File: src/rtl/sid_audio_pkg.sv
// sid_audio_pkg: frame geometry, slot/sample types and the I2S bit-select helper
// shared by the SID audio I2S transmitter and its bit-clock generator.
package sid_audio_pkg;

  localparam int SLOT_COUNT = 64;   // BCLK slots per stereo frame
  localparam int CHAN_WIDTH = 32;   // slots per channel
  localparam int DATA_WIDTH = 16;   // sample width

  typedef logic [$clog2(SLOT_COUNT)-1:0] slot_t;
  typedef logic [DATA_WIDTH-1:0]         sample_t;

  // Wire bit for a slot: channel slot 0 is the I2S one-bit delay, slots 1..16
  // carry the sample MSB first, the remainder of the channel is zero padding.
  function automatic logic i2s_bit(input sample_t sample, input slot_t slot);
    logic [$clog2(CHAN_WIDTH)-1:0] ch;
    logic [$clog2(DATA_WIDTH)-1:0] idx;
    ch  = slot[$clog2(CHAN_WIDTH)-1:0];
    idx = '0;
    if (ch >= 5'd1 && ch <= 5'(DATA_WIDTH)) begin
      idx = 4'(5'(DATA_WIDTH) - ch);
      return sample[idx];
    end
    return 1'b0;
  endfunction

endpackage

File: src/rtl/sid_i2s_clkgen.sv
// sid_i2s_clkgen: BCLK half-period divider, BCLK level and 64-slot counter.
// bclk_fall is a one-clk pulse on the clk edge where BCLK toggles low; the
// slot counter advances on that same edge.
module sid_i2s_clkgen
  import sid_audio_pkg::*;
#(
  parameter int BCLK_HALF = 8
) (
  input  logic  clk,
  input  logic  reset_n,
  output logic  bclk,
  output logic  bclk_fall,
  output slot_t slot
);

  localparam logic [7:0] DIV_LAST = 8'(BCLK_HALF - 1);

  logic [7:0] div_reg;
  logic       div_tc;
  logic       bclk_reg;
  slot_t      slot_reg;

  assign div_tc    = (div_reg == DIV_LAST);
  assign bclk_fall = div_tc && bclk_reg;
  assign bclk      = bclk_reg;
  assign slot      = slot_reg;

  // Half-period divider, restarting at each terminal count.
  always_ff @(posedge clk or negedge reset_n) begin
    if (!reset_n)    div_reg <= '0;
    else if (div_tc) div_reg <= '0;
    else             div_reg <= div_reg + 8'd1;
  end

  // BCLK toggles on terminal count; coming out of reset the first toggle is a rise.
  always_ff @(posedge clk or negedge reset_n) begin
    if (!reset_n)    bclk_reg <= 1'b0;
    else if (div_tc) bclk_reg <= ~bclk_reg;
  end

  // Slot counter steps on falling toggles; the 6-bit width gives the 63->0 wrap.
  always_ff @(posedge clk or negedge reset_n) begin
    if (!reset_n)       slot_reg <= '0;
    else if (bclk_fall) slot_reg <= slot_reg + slot_t'(1);
  end

endmodule

File: src/rtl/sid_audio_i2s.sv
// sid_audio_i2s: mono SID audio to I2S transmitter. Input samples land in a
// holding register that is copied to sample_out at every frame wrap and sent
// on both channels, MSB first, one bit delayed from LRCLK.
// Optional feature macro SID_AUDIO_AVG_EN: when defined, 2^AVG_LOG2 input
// samples are averaged (floor) per holding-register update; otherwise every
// valid input loads the holding register directly.
module sid_audio_i2s
  import sid_audio_pkg::*;
#(
  parameter int BCLK_HALF = 8,
  parameter int AVG_LOG2  = 2
) (
  input  logic                  clk,
  input  logic                  reset_n,
  input  logic [DATA_WIDTH-1:0] audio_in,
  input  logic                  audio_valid,
  output logic                  i2s_bclk,
  output logic                  i2s_lrclk,
  output logic                  i2s_data,
  output logic                  frame_strobe,
  output logic [DATA_WIDTH-1:0] sample_out
);

  // Reject out-of-range configurations at elaboration.
  if (BCLK_HALF < 2 || BCLK_HALF > 255) begin : g_bad_bclk_half
    $error("sid_audio_i2s: BCLK_HALF must be 2..255");
  end
  if (AVG_LOG2 < 0 || AVG_LOG2 > 4) begin : g_bad_avg_log2
    $error("sid_audio_i2s: AVG_LOG2 must be 0..4");
  end

  logic    bclk_fall;
  slot_t   slot;
  slot_t   slot_next;
  sample_t hold_reg;
  sample_t sample_reg;
  logic    lrclk_reg;
  logic    data_reg;
  logic    strobe_reg;

  sid_i2s_clkgen #(
    .BCLK_HALF (BCLK_HALF)
  ) u_clkgen (
    .clk       (clk),
    .reset_n   (reset_n),
    .bclk      (i2s_bclk),
    .bclk_fall (bclk_fall),
    .slot      (slot)
  );

  assign slot_next    = slot + slot_t'(1);
  assign i2s_lrclk    = lrclk_reg;
  assign i2s_data     = data_reg;
  assign frame_strobe = strobe_reg;
  assign sample_out   = sample_reg;

`ifdef SID_AUDIO_AVG_EN
  localparam int                ACC_W    = DATA_WIDTH + AVG_LOG2;
  localparam logic [AVG_LOG2:0] CNT_LAST = (AVG_LOG2 + 1)'((1 << AVG_LOG2) - 1);

  logic signed [ACC_W-1:0] acc_reg;
  logic signed [ACC_W-1:0] acc_sum;
  logic signed [ACC_W-1:0] acc_avg;
  logic [AVG_LOG2:0]       cnt_reg;

  // The completing sample is part of the sum, so the average uses acc_sum.
  assign acc_sum = acc_reg + ACC_W'($signed(audio_in));
  assign acc_avg = acc_sum >>> AVG_LOG2;

  // Accumulate a block of inputs; on the last one publish the floor average and restart empty.
  always_ff @(posedge clk or negedge reset_n) begin
    if (!reset_n) begin
      acc_reg  <= '0;
      cnt_reg  <= '0;
      hold_reg <= '0;
    end else if (audio_valid) begin
      if (cnt_reg == CNT_LAST) begin
        hold_reg <= acc_avg[DATA_WIDTH-1:0];
        acc_reg  <= '0;
        cnt_reg  <= '0;
      end else begin
        acc_reg  <= acc_sum;
        cnt_reg  <= cnt_reg + 1'b1;
      end
    end
  end
`else
  // Without averaging every valid input overwrites the holding register.
  always_ff @(posedge clk or negedge reset_n) begin
    if (!reset_n)         hold_reg <= '0;
    else if (audio_valid) hold_reg <= audio_in;
  end
`endif

  // Serializer: LRCLK/data move only on BCLK falls; the 63->0 wrap latches the
  // holding register (pre-update value if it is written on the same clk).
  always_ff @(posedge clk or negedge reset_n) begin
    if (!reset_n) begin
      lrclk_reg  <= 1'b0;
      data_reg   <= 1'b0;
      strobe_reg <= 1'b0;
      sample_reg <= '0;
    end else begin
      strobe_reg <= 1'b0;
      if (bclk_fall) begin
        lrclk_reg <= slot_next[$bits(slot_t)-1];
        data_reg  <= i2s_bit(sample_reg, slot_next);
        if (slot == slot_t'(SLOT_COUNT - 1)) begin
          sample_reg <= hold_reg;
          strobe_reg <= 1'b1;
        end
      end
    end
  end

endmodule

File: config.mk
export PLATFORM = sky130hd
export DESIGN_NAME = sid_audio_i2s
export DESIGN_NICKNAME = d
export VERILOG_FILES = /design/src/rtl/sid_audio_pkg.sv /design/src/rtl/sid_i2s_clkgen.sv /design/src/rtl/sid_audio_i2s.sv
export SDC_FILE = /design/constraint.sdc
export NUM_CORES = 1
export LEC_CHECK = 0
export CAP_MARGIN = 25
export CORE_ASPECT_RATIO = 0.9
export CORE_MARGIN = 10
export CORE_UTILIZATION = 30
export CTS_CLUSTER_SIZE = 25
export DETAILED_ROUTE_END_ITERATION = 7
export GPL_ROUTABILITY_DRIVEN = 1
export HOLD_SLACK_MARGIN = 0.02
export SLEW_MARGIN = 20
export SYNTH_ARGS = -nofsm -noshare
export SYNTH_HDL_FRONTEND = slang
export SYNTH_SLANG_ARGS = --single-unit
File: constraint.sdc
create_clock -name clk -period 8 [get_ports clk]
set_clock_uncertainty 0.2 [all_clocks]
set_input_delay 0.8 -clock clk [delete_from_list [all_inputs] [get_ports clk]]
set_output_delay 0.8 -clock clk [all_outputs]
set_load 0.01 [all_outputs]
# ---- Word-level counts from Yosys, hierarchy flattened
# Index checks and enable logic that the tools add are counted.
dict set report totals {
  out_inout_bits 20
  inputBits 19
  word_cells 29
  regBits 50
}
dict set report op_classes {
  eq_ne 2
  n_mux 9
  add_sub_neg 3
  magnitude_cmp 3
  reduce_logical 3
  bitwise 1
}
# op count
set ops {}
lappend ops {{$add A8 B1 Y8 const B} 1}
lappend ops {{$eq A8 B3 Y1 const B} 1}
lappend ops {{$mux W8} 1}
lappend ops {{$mux W1} 7}
lappend ops {{$add A6 B1 Y6 const B} 1}
lappend ops {{$eq A6 B6 Y1 const B} 1}
lappend ops {{$ge A5 B1 Y1 const B} 1}
lappend ops {{$le A5 B5 Y1 const B} 1}
lappend ops {{$lt A4 B5 Y1 const B} 1}
lappend ops {{$bmux W1 S4} 1}
lappend ops {{$sub A1 B4 Y4 const A} 1}
lappend ops {{$logic_and A1 B1 Y1} 2}
lappend ops {{$reduce_and A2 Y1} 1}
lappend ops {{$not A1 Y1} 1}

# ---- Longest topological paths before layout
dict set report depth {
  ltp_word 6
  mapped_depth 7
}

# ---- Cells and area by module
# From an unflattened synthesis, not the netlist that was laid out.
dict set report unflattened {
  hier_cells 156
  area_unflattened_um2 2292.2
}
# module cells_per_inst seq_area_each_um2 n_inst area_each_um2
set modules_own_cells {}
lappend modules_own_cells {sid_audio_i2s 102 875.8 1 1606.5}
lappend modules_own_cells {sid_i2s_clkgen 54 375.4 1 685.7}

# ---- Worst setup path after synthesis
# No wires, ideal clock.
dict set report synth_path {
  path_kind {register to register}
  start {reg u_clkgen.div_reg[3]}
  end {reg sample_reg[10] (netlist: sample_out[10])}
  setup_ns 0.125
  path_stages_with_launch 7
  slack_ns 5.400
  arrival_ns 2.275
  period_less_slack_ns 2.600
  cell_sequence {dfrtp_1 > or4_4 > or3_4 > or3_1 > buf_6 > buf_12 > mux2_4}
}
dict set report synth_via {
  elab_chain_len 3
}
# item line
set synth_rtl {}
lappend synth_rtl {{from (decl)} sid_i2s_clkgen.sv:18} ;# logic [7:0] div_reg;
lappend synth_rtl {{from (signal assigned)} sid_i2s_clkgen.sv:32} ;# else div_reg <= div_reg + 8'd1;
lappend synth_rtl {{$eq A8 B3 Y1} sid_i2s_clkgen.sv:23} ;# assign div_tc = (div_reg == DIV_LAST);
lappend synth_rtl {{$logic_and A1 B1 Y1} sid_i2s_clkgen.sv:24} ;# assign bclk_fall = div_tc && bclk_reg;
lappend synth_rtl {{$reduce_and A2 Y1 (no line)} -}
lappend synth_rtl {{to (signal assigned)} sid_audio_i2s.sv:109} ;# sample_reg <= hold_reg;
lappend synth_rtl {{to (decl)} sid_audio_i2s.sv:36} ;# sample_t sample_reg;
# Every way passes these cells.
# A chain may end at the register's enable or synchronous reset.

# ---- Final worst setup path
# Ends and elaborated chain as after synthesis.

==> summary.txt <==
Logic synthesis
  • Top FF cell, synth: dfrtp_1
  • Yosys warnings: 0
  • Synthesized cell area: roughly 2200 um2
  • Post-synth top cells: dfrtp_1, mux2_2, xnor2_1
  • Synth Register Bits: between 40 and 50
  • Netlist cell types: 31
  • Dominant cells by area after synthesis: dfrtp_1, mux2_2, mux2_4, xnor2_1, mux4_2
  • EDFF count, synth: 0
  • Async SR Flop Fraction: 1.00
  • Top-count cell post-synth: dfrtp_1
  • Top-area cell type share of the netlist area: 0.561
  • Syn_nets: 175
  • Cell count after synthesis: 153
  • Syn Area/Cell: about 14 um2
  • Sequential cell area fraction in the yosys report: 0.561
  • Dominant cell type by area after synthesis: dfrtp_1

Placed design
  • PortBufs: 38
  • Placer Congestion: 0.749
  • Post-DP Area: 2640 um2
  • Final HPWL DP: around 3000 um

Setup path
  • Crit path buf inv count: 0
  • Critical Path Start Type: flop
  • Setup Crit Path Kind: flop to flop
  • Crit-path slowest cell: or3_1
  • Worst path required time: 7.99 ns
  • CP Cell Sequence: or4_4 -> or3_4 -> or3_1 -> mux2_4
  • Maximum fanout along the worst path: 17
  • Cell family with most CP delay: simple AND/OR/NAND/NOR gates
  • WP data arrival: 2.90 ns
  • Worst path max stage delay: 0.76 ns
  • Critical Path Sink Type: flop

Run
  • MaxCap Viol Count: 0

Drt
  • Initial DRT Pass Iterations: 4
  • Vias/cell: 4.41
  • DRT Wirelength: 4080 um
  • Via count: about 1300
  • 1st-iter DRT viols: 18
  • Drt drc: 0
  • Post-DR wirelength/cell: 14.4 um
  • Final ANT Viol Nets: 0

Timing
  • RSZ-0062 raised after global routing: false
  • Fmax: 343 MHz
  • Slew @ Worst Pin: 0.922 ns
  • Setup-failing EPs final: 0
  • Post-route setup TNS: 0 ns
  • Final hold vios: 0
  • Slew Viols, Final: 0
  • Max-slew headroom: 0.385
  • Final Critical Period: 2.92 ns
  • Tcrit/Tclk final: 0.365

Floorplanning
  • Row count: 29
  • Initial Util: 0.309
  • Core ar.: 7080 um2
  • Die X: 110 um
  • Chip Height: 101 um
  • Die ar.: approximately 11000 um2
  • IO Count: 39

Global route
  • Initial antenna violation count: 0
  • Vias in the first global route: 1335
  • Total global-route track usage: 0.0760
  • Largest net degree at the start of global routing: 30
  • Overflow after GRT: 0
  • First-pass GRT wire length: 6730 um

Final layout
  • Layout cell share with drive strength beyond 1: 0.267
  • Fill count: 683
  • Register Area: approximately 1200 um2
  • Final Cell Area: 2740 um2
  • Area delta synth->final: 25.4%
  • Ant diodes: 0
  • Nets: 212
  • Multi-input logic area: ~900 um2

Power and ir drop
  • PwrDens: ~160 nW/um2
  • Comb power frac: 0.056
  • Max IR drop VDD: ~0.084 mV
  • Reg power frac: 0.586
  • Sw power: 93.0 uW
  • Clock share of power: 0.358
  • P_leak: about 0.0012 uW
  • Internal power: roughly 350 uW
  • Switching share of total power: 0.210

Clocking
  • CTS H-tree depth: 2
  • Postcts setup bufs: 0
  • Max Root-Sink Buffers: 2
  • Num Clock Sinks: 49
  • Hold-fix buffers, CTS: 0
  • CTS Buf Count: 5
  • CTS tree: yes
  • Worst-skew pair later-pin latency: 0.30 ns
  • Clock slew at reported path FFs: 0.08 ns
  • Root Driver: clkbuf_8
  • PostCTS Resize Cnt: 0

Worst hold path
  • Hold Crit Class: input port to async pin

Status
  • Outcome: finished, final reports clean
power by group through the flow:
| stage | registers [uW] | clock network (uW) | logic [uW] |
|---|---|---|---|
| after detailed placement | 265 | 0 | 25.6 |
| after floorplan | 263 | 0 | 9.93 |
| after global routing | 261 | 172 | 27.6 |
| after global placement | 265 | 0 | 23.9 |
| after CTS | 260 | 165 | 25.6 |
| final | 259 | 158 | 24.7 |
through the flow:
| step | instances | util | setup slack (ns) | power (uW) | hold WS (ns) |
|---|---|---|---|---|---|
| after floorplan | 153 | - | 5.40 | 273 | 0.225 |
| after global placement | 275 | 0.370 | 5.14 | 288 | 0.242 |
| after detailed placement | 276 | 0.373 | 5.10 | 290 | 0.248 |
| after CTS | 284 | 0.388 | 5.08 | 451 | 0.260 |
| after global routing | 284 | 0.388 | 4.97 | 461 | 0.271 |
| final | 284 | 0.388 | 5.08 | 442 | 0.250 |
per-layer routing:
metal | vias to the layer above | track usage | wire [um]
li1 | 605 | - | -
met1 | 615 | 0.0972 | 1860
met2 | 25 | 0.113 | 1900
met3 | 8 | 0.0320 | 284
met4 | 0 | 0.0240 | 38
met5 | - | 0 | 0
cell type report:
cell class | instances | area share
repair buffers | 39 | 0.144
clock inverters | 1 | 0.00182
flip-flops and latches | 49 | 0.447
clock buffers | 7 | 0.0351
inverters | 5 | 0.00684
multi-input cells | 90 | 0.323
well taps | 93 | 0.0424
final timing paths:
kind                       cells past startpoint                 from                   to  slack (ns)
max in group asynchronous                      2              reset_n       sample_out[13]        6.83
min in group clk                               1  u_clkgen.div_reg[0]  u_clkgen.div_reg[0]        0.26
hold reg to reg                                1  u_clkgen.div_reg[0]  u_clkgen.div_reg[0]        0.26
setup / recovery                               4  u_clkgen.div_reg[3]       sample_out[10]        5.08
hold / removal                                 1              reset_n  u_clkgen.div_reg[4]        0.25
setup reg to reg                               4  u_clkgen.div_reg[3]       sample_out[10]        5.08
cells by family after synthesis:
kind of cell               Yosys count  share of synthesized area
DFF                                 49                      0.561
buffers and inverters               14                     0.0349
muxes                               39                      0.235
and+or+nand+nor                     26                     0.0669
xor gates and xnor gates            17                     0.0681
adders and majority gates            3                     0.0172
AOI/OAI and AO/OA                    5                     0.0172
layout by cell type, fill, tap and decap left out, types with 2 or more instances in the layout:
cell type         n
dfrtp_1          49
clkdlybuf4s50_1  37
mux2_2           23
xnor2_1          13
mux2_4            9
clkbuf_8          7
nand3_1           6
nor2_1            4
xor2_1            4
inv_1             4
nand2_1           4
mux4_2            4
mux2i_1           3
ha_1              3
and3_1            2
nor3_1            2
o21ai_0           2
(Power assumes the default switching activity.)
